===== src/rtl/alu_issue_stage.sv =====
// Purpose : request FIFO + issue sequencer feeding a clocked 8-bit ALU, with result/accumulator capture.
// Latency : a request pops 1 edge after push; ALU inputs are valid after the pop edge; result is captured ALU_LAT+1 edges after pop.
// Backpres: in_ready drops while the FIFO is full; a pending result (res_valid && !res_ready) stalls further issue.
//
// Ports:
//   clk, rst                                - clock (rising edge), async active-high reset
//   in_valid/in_ready, in_a, in_b,
//   in_opcode, in_use_acc                   - request push side (use_acc swaps A for acc at issue)
//   alu_a, alu_b, alu_opcode                - registered operands to the ALU
//   alu_result                              - ALU_Out
//   res_valid/res_ready, res_data           - captured result handshake
//   acc                                     - last captured result
//   busy                                    - sequencer active or requests queued

// Purpose : generic pointer-based FIFO, wrap bit distinguishes full from empty.
// Latency : first-word-fall-through, rdata valid whenever !empty.
// Backpres: push ignored when full, pop ignored when empty.
module alu_issue_fifo #(
    parameter int W     = 8,
    parameter int DEPTH = 4
) (
    input  logic         clk,
    input  logic         rst,
    input  logic         push,
    input  logic         pop,
    input  logic [W-1:0] wdata,
    output logic [W-1:0] rdata,
    output logic         full,
    output logic         empty
);
    localparam int AW = $clog2(DEPTH);

    logic [W-1:0] mem [DEPTH];
    logic [AW:0]  wr_ptr;
    logic [AW:0]  rd_ptr;
    logic         push_en;
    logic         pop_en;

    assign push_en = push && !full;
    assign pop_en  = pop && !empty;
    assign empty   = (wr_ptr == rd_ptr);
    assign full    = (wr_ptr[AW] != rd_ptr[AW]) && (wr_ptr[AW-1:0] == rd_ptr[AW-1:0]);
    assign rdata   = mem[rd_ptr[AW-1:0]];

    always_ff @(posedge clk or posedge rst) begin
        if (rst) begin
            wr_ptr <= '0;
            rd_ptr <= '0;
        end else begin
            if (push_en) wr_ptr <= wr_ptr + (AW+1)'(1);
            if (pop_en)  rd_ptr <= rd_ptr + (AW+1)'(1);
        end
    end

    // Storage needs no reset: only entries written since reset are ever read.
    always_ff @(posedge clk) begin
        if (push_en) mem[wr_ptr[AW-1:0]] <= wdata;
    end
endmodule

module alu_issue_stage #(
    parameter int DATA_W  = 8,
    parameter int OP_W    = 4,
    parameter int DEPTH   = 4,
    parameter int ALU_LAT = 1
) (
    input  logic              clk,
    input  logic              rst,
    input  logic              in_valid,
    output logic              in_ready,
    input  logic [DATA_W-1:0] in_a,
    input  logic [DATA_W-1:0] in_b,
    input  logic [OP_W-1:0]   in_opcode,
    input  logic              in_use_acc,
    output logic [DATA_W-1:0] alu_a,
    output logic [DATA_W-1:0] alu_b,
    output logic [OP_W-1:0]   alu_opcode,
    input  logic [DATA_W-1:0] alu_result,
    output logic              res_valid,
    input  logic              res_ready,
    output logic [DATA_W-1:0] res_data,
    output logic [DATA_W-1:0] acc,
    output logic              busy
);
    typedef struct packed {
        logic              use_acc;
        logic [OP_W-1:0]   opcode;
        logic [DATA_W-1:0] b;
        logic [DATA_W-1:0] a;
    } req_t;

    localparam int REQ_W = $bits(req_t);
    localparam int CNT_W = $clog2(ALU_LAT + 2);

    typedef enum logic [1:0] {
        IDLE = 2'd0,
        WAIT = 2'd1,
        HOLD = 2'd2
    } state_t;

    state_t           state;
    logic [CNT_W-1:0] lat_cnt;
    req_t             wr_req;
    req_t             rd_req;
    logic             fifo_full;
    logic             fifo_empty;
    logic             push;
    logic             pop;

    assign wr_req   = {in_use_acc, in_opcode, in_b, in_a};
    assign in_ready = !fifo_full;
    assign push     = in_valid && in_ready;
    // res_valid is always 0 in IDLE, kept in the term so the stall reason stays explicit.
    assign pop      = (state == IDLE) && !fifo_empty && !res_valid;
    assign busy     = (state != IDLE) || !fifo_empty;

    alu_issue_fifo #(
        .W     (REQ_W),
        .DEPTH (DEPTH)
    ) u_fifo (
        .clk   (clk),
        .rst   (rst),
        .push  (push),
        .pop   (pop),
        .wdata (wr_req),
        .rdata (rd_req),
        .full  (fifo_full),
        .empty (fifo_empty)
    );

    always_ff @(posedge clk or posedge rst) begin
        if (rst) begin
            state      <= IDLE;
            lat_cnt    <= '0;
            alu_a      <= '0;
            alu_b      <= '0;
            alu_opcode <= '0;
            res_valid  <= 1'b0;
            res_data   <= '0;
            acc        <= '0;
        end else begin
            unique case (state)
                IDLE: begin
                    if (pop) begin
                        // Chaining reads acc as it stands at the issue edge.
                        alu_a      <= rd_req.use_acc ? acc : rd_req.a;
                        alu_b      <= rd_req.b;
                        alu_opcode <= rd_req.opcode;
                        lat_cnt    <= '0;
                        state      <= WAIT;
                    end
                end
                WAIT: begin
                    // Counter reaches ALU_LAT one edge after the ALU sampled our
                    // operands plus ALU_LAT-1, so ALU_Out is settled when captured.
                    if (lat_cnt == CNT_W'(ALU_LAT)) begin
                        res_data  <= alu_result;
                        acc       <= alu_result;
                        res_valid <= 1'b1;
                        state     <= HOLD;
                    end else begin
                        lat_cnt <= lat_cnt + CNT_W'(1);
                    end
                end
                HOLD: begin
                    if (res_valid && res_ready) begin
                        res_valid <= 1'b0;
                        state     <= IDLE;
                    end
                end
                default: state <= IDLE;
            endcase
        end
    end
endmodule


===== config.mk =====
export PLATFORM = sky130hd
export DESIGN_NAME = alu_issue_stage
export DESIGN_NICKNAME = d
export VERILOG_FILES = /design/src/rtl/alu_issue_stage.sv
export SDC_FILE = /design/constraint.sdc
export NUM_CORES = 1
export LEC_CHECK = 0
export ABC_AREA = 1
export CAP_MARGIN = 20
export CORE_MARGIN = 2
export CORE_UTILIZATION = 40
export CTS_BUF_LIST = sky130_fd_sc_hd__clkbuf_16
export CTS_CLUSTER_SIZE = 20
export DETAILED_ROUTE_END_ITERATION = 8
export GPL_ROUTABILITY_DRIVEN = 0
export PLACE_DENSITY = 0.73
export SYNTH_ARGS = -nofsm -noshare
export SYNTH_HDL_FRONTEND = slang
export SYNTH_SLANG_ARGS = --single-unit

===== constraint.sdc =====
create_clock -name clk -period 2.34 [get_ports clk]
set_input_delay 0.585 -clock clk [delete_from_list [all_inputs] [get_ports clk]]
set_output_delay 0.585 -clock clk [all_outputs]
set_load 0.01 [all_outputs]

==> key figures <==
Timing
  – Final Max Slew Viols: 0
  – F_max: 443 MHz
  – Worst slew pin tran: 0.488 ns
  – Setup violations, final: 0
  – Worst slew margin: 67.5%
  – Worst Skew: 0.00843 ns
  – Setup ws final: 0.0813 ns
  – Final period utilization: 96.5%
  – Final Hold Vio Count: 0
  – Min cycle time layout: 2.26 ns

Min path
  – Hold WC Path Type: reg2reg

Critical path
  – Ordered list of cells on the worst path: xnor2_2 > buf_4 > nand3b_1 > clkdlybuf4s15_1
  – Crit Path Class: reg2out
  – Worst Setup SP: u_fifo.wr_ptr[0]
  – Reg2reg path depth: 9
  – Crit path max-delay family: buffers and inverters
  – Worst r2r src: u_fifo.rd_ptr[0]
  – Worst reg2reg endpoint: alu_a[7]
  – CP max stage cell: dfrtp_2
  – Crit path arrival time: 1.67 ns
  – Crit. path cell count: 4
  – Worst Path Buf+Inv: 2
  – R2R Setup Slk: 0.41 ns
  – CP endpoint: in_ready
  – Crit path max fanout: 5
  – Max incr delay on CP: 0.43 ns
  – Critical path endpoint category: output port
  – Startpoint Class: register
  – Worst EP required: 1.75 ns

Final layout
  – Share of cells above drive strength 1: 11.3%
  – Final net count: 593
  – N_diodes: 0
  – Layout area overhead: 29.1%
  – Fin area: 0.00665 mm^2
  – Layout fillers: 1070

Logic synthesis
  – Yosys top cell area share: 49.0%
  – Net Count, Synth: 513
  – Post-synth ARST share: 31.7%
  – Avg Inst Size Synth: 10.9 um^2
  – Most frequent cell after synthesis: nand2_1
  – Top_reg_cell synth: edfxtp_1
  – Warnings, synthesis: 0
  – Cell variety after synth: 25
  – Most frequent cells after synthesis: 153 x nand2_1, 84 x edfxtp_1, 47 x inv_1, 39 x dfrtp_1, 31 x nor2_1
  – Post-synth top area cell: edfxtp_1
  – Top post-synthesis cells by area: edfxtp_1 49%, dfrtp_1 19%, nand2_1 11%
  – Number of synthesized flops with an enable pin: 84
  – Mapped Cells: 474
  – Seq/Total Area, Yosys: 67.9%
  – Post-Syn Area: 0.00515 mm^2
  – #FFs+latches synth: 123

Clock network
  – CTS sink cnt: 123
  – CTS buffer count: 17
  – H-tree levels: 4
  – Worst-Skew Late Latency: 0.41 ns
  – Max clock buf depth: 2
  – CTS tree: built
  – Reg clk slew, reported paths: 0.06 ns
  – Clk Tree Root Cell: clkbuf_16

Global route
  – Initial antenna violation count: 0
  – Gr ovfl total: 0
  – First-pass GRT wire length: 17300 um
  – Largest net degree at the start of global routing: 46
  – Gr usage total: 16.1%
  – Number of global-route vias before repair: 3487

Floorplanning
  – Chip Width: 117 um
  – Core area: 0.0126 mm^2
  – Die ar.: 0.0138 mm^2
  – Row count: 41
  – Initial Util: 41.0%
  – Die H: 117 um
  – # IOs: 72

Detailed routing
  – Iter 0 DRT Violations: 251
  – Drt via density: 4.77
  – Vias post-DR: 3525
  – DRT Pass-1 Iters: 6
  – DRT antenna net count: 0
  – Post-detailed-route wirelength per cell: 14.7 um
  – DRC Markers: 0
  – WL final: 10900 um

Placement
  – Number of port buffers: 71
  – Setup Slack @ Placement: 0.201 ns
  – Placement Cell Area: 0.00603 mm^2
  – DP HPWL: 6830 um

Power and ir drop
  – PwrDens: 1400 mW/mm^2
  – Leakage: 2.83 nW
  – VDD IR max: 0.645 mV
  – Total power: 9.32 mW

Run status
  – Status: complete, no violations

Job
  – Max Cap Violations: 0
-- placed cells by master (no fill, tap or decap), drive strengths merged, types with 5 or more instances in the layout --
master and count:
o21ai 25, mux2 8, clkinvlp 5, ha 6, inv 53, nor2 31, clkdlybuf4s50 69, nand2 155
edfxtp 84, nand3 32, clkbuf 17, dfrtp 39, clkinv 5, o22ai 12, buf 15
-- tightest hold or removal path, stage by stage, from the launching register on --
cell,delay (ns)
dfrtp_1,0.34
nand2_1,0.05
nand2_1,0.05
-- metal layers --
layer | part of all wire [%] | GRT usage, % | up-vias
met2 | 48 | 25.3 | 137
met1 | 44 | 20.3 | 1649
li1 | - | - | 1716
met5 | 0 | 0 | -
met4 | 2.0 | 7.98 | 0
met3 | 6.6 | 5.14 | 23
-- report_power, final --
| group | internal, mW | switching [mW] |
|---|---|---|
| sequential | 3.01 | 0.318 |
| combinational | 1.47 | 2.03 |
| clock | 1.56 | 0.943 |
| total | 6.03 | 3.29 |
-- logic make-up (layout without fill, tap and decap cells) --
family / after synthesis / in the layout / share of synthesized area, %
AND/OR/NAND/NOR: 222 / 222 / 17.7
buffers and inverters: 75 / 168 / 6.63
multiplexers: 8 / 8 / 1.75
adder cells (fa/ha/maj): 6 / 6 / 1.46
XOR/XNOR: 3 / 3 / 0.656
flip-flops: 123 / 123 / 67.9
AO/OA/AOI/OAI: 37 / 37 / 3.89
-- state kept, by name, indices dropped and copies added (netlist names) --
| signal | flops |
|---|---|
| u_fifo.mem | 84 |
| u_fifo.rd_ptr | 3 |
| state | 2 |
| alu_a | 8 |
| res_valid | 1 |
| alu_b | 8 |
| lat_cnt | 2 |
| acc | 8 |
| alu_opcode | 4 |
| u_fifo.wr_ptr | 3 |
-- per-stage QoR --
step           hold slack [ns]  util, %  TNS (ns)  cells
5_1_grt                  0.494     52.9  -0.00258    739
2_1_floorplan            0.469        -     -2.41    474
6_report                 0.484     52.9         0    739
3_5_place_dp             0.469     48.0         0    702
3_3_place_gp             0.464     48.0         0    702
4_1_cts                  0.484     52.6   -0.0132    734
-- layout make-up --
cell class / instances / area, um^2 / share of cell area, %
sequential: 123 / 3500 / 52.7
tap: 172 / 215 / 3.24
clock buffer: 17 / 425 / 6.40
inverter: 50 / 188 / 2.82
clock inverter: 15 / 149 / 2.24
timing repair buffer: 86 / 861 / 13.0
multi-input combinational: 276 / 1310 / 19.7
-- what timing repair did --
| action | in CTS | in global routing |
|---|---|---|
| gates resized for setup | 4 | 2 |
| hold endpoints to repair | 0 | 0 |
| setup buffers | 0 | 5 |
| pin swaps | 1 | 2 |
| hold buffers | 0 | 0 |
| endpoints found under the setup margin | 2 | 1 |
-- worst min-delay path by stage --
stage | start | endpoint | cells past startpoint
after floorplan | lat_cnt[1] | lat_cnt[1] | 2
after global placement | alu_b[7] | alu_b[7] | 2
after detailed placement | alu_b[3] | alu_b[3] | 2
after CTS | alu_b[3] | alu_b[3] | 2
after global routing | alu_b[2] | alu_b[2] | 2
final | alu_b[3] | alu_b[3] | 2
Note: power is estimated with default switching activity, not from simulation.
==> variant: new RTL, config.mk and constraints unchanged <==
Encoding of `state_t`: now one-hot (3 bits for 3 states).
--- a/src/rtl/alu_issue_stage.sv
+++ b/src/rtl/alu_issue_stage.sv
@@ -92,10 +92,10 @@
     localparam int REQ_W = $bits(req_t);
     localparam int CNT_W = $clog2(ALU_LAT + 2);
 
-    typedef enum logic [1:0] {
-        IDLE = 2'd0,
-        WAIT = 2'd1,
-        HOLD = 2'd2
+    typedef enum logic [2:0] {
+        IDLE = 3'b001,
+        WAIT = 3'b010,
+        HOLD = 3'b100
     } state_t;
 
     state_t           state;
Formal check against the unedited RTL: no difference found for any inputs over 10 cycles, from zero or initial values and one cycle with rst high; not proved beyond that.
==> variant against the original RTL <==
Design area is 1.6% higher. Area after synthesis is 1.3% higher. Clock skew hardly changed. Non-clock buffer count is 1 higher. Synthesized cell count is 4.4% higher. Sequential cell count is 1 higher. Utilization is 0.41 points higher. Hold slack worse by 0.044 ns. First-iteration DRC count is 16% higher. Setup slack better by 0.082 ns. Routed wire length is 4.6% higher. Critical path type unchanged. Largest cell class unchanged. Highest routed layer unchanged.
Power is not compared: it rests on default switching activity, and its combinational part moved more than twofold at a synthesized area within 25%.
==> variant: results (changes against the original RTL) <==
metric	value	unit	change
status	finished clean		unchanged
top-area cell type share of the netlist area	48.4	%	was 49.0%
Gate Count Post-Synth	495		was 474
largest net degree at the start of global routing	46		unchanged
hpwl dp	7460	um	was 6830 um
Metal-1 WL	4760	um	was 4750 um
DR WL met2	5750	um	was 5160 um
CP top delay family	simple AND/OR/NAND/NOR gates		was buffers and inverters
Pre-antenna DRT Iters	4		was 6
post-CTS resize count	8		was 4
ys async rst share	32.3	%	was 31.7%
met1 Use GR	20.4	%	was 20.3%
Layout Nets	614		was 593
Non-Filler Instances	760		was 739
Vias	3630		was 3525
Tot GR Track Use	17.3	%	was 16.1%
slowest stage cell, crit path	dfrtp_1		was dfrtp_2
Layout Skew	0.00890	ns	was 0.00843 ns
synth top area cells	edfxtp_1, dfrtp_1, nand2_1, inv_1, o21ai_0		was edfxtp_1, dfrtp_1, nand2_1, inv_1, nand3_1
post-CTS setup buffers	1		was 0
FF-to-FF path depth	7		was 9
post-synthesis compound-gate area fraction	5.11	%	was 3.89%
Post-Place Setup Slack	0.149	ns	was 0.201 ns
Num CTS Buffers	17		unchanged
met2 GRT Util	29.3	%	was 25.3%
Synth Area in XOR/XNOR	0.648	%	was 0.656%
CP max FO	3		was 5
H-tree Lvls	4		unchanged
Syn Nets	534		was 513
Hold Worst Slack	0.440	ns	was 0.484 ns
RR Endpoint	alu_b[0]		was alu_a[7]
Post-Place Cells	727		was 702
Arrival @ worst endpoint	1.59	ns	was 1.67 ns
Slew headroom	59.0	%	was 67.5%
area post-placement	0.00610	mm2	was 0.00603 mm2
Synth Area in Adders	1.44	%	was 1.46%
fraction of synthesized area in multiplexers	0	%	was 1.75%
vias in the first global route	3801		was 3487
first-pass GRT wire length	18700	um	was 17300 um
met3 Use GR	6.03	%	was 5.14%
worst hold path class	in2async		was reg2reg
Commonest cells post-synth	nand2_1, edfxtp_1, inv_1		unchanged
Synth cell types	26		was 25
Met3 Routed Length	674	um	was 720 um
setup slack, reg-to-reg	0.35	ns	was 0.41 ns
==> variant: report_power, final <==
| group | internal [mW] | switching (mW) | leakage (nW) |
|---|---|---|---|
| Combinational | 0.296 | 0.500 | 1.39 |
| Sequential | 2.69 | 0.0986 | 1.27 |
| Clock | 1.78 | 0.946 | 0.309 |
| Total | 4.77 | 1.54 | 2.97 |
==> variant: final cells by class <==
type	instances	area (um2)
clock inverters	15	199
flip-flops and latches	124	3530
repair buffers	87	825
inverters	60	228
multi-input cells	285	1340
fillers	1096	5920
clock buffers	17	425
well taps	172	215
==> variant: worst max-delay path by stage <==
stage                                   to             start  cells after the start  slack, ns
after floorplan           u_fifo.mem[1][0]  u_fifo.rd_ptr[0]                      5       0.06
after global placement                busy  u_fifo.wr_ptr[1]                      6       0.24
after detailed placement              busy  u_fifo.wr_ptr[1]                      6       0.15
after CTS                             busy  u_fifo.wr_ptr[1]                      6       0.04
after global routing                  busy  u_fifo.wr_ptr[1]                      6       0.08
final                                 busy  u_fifo.wr_ptr[1]                      6       0.16
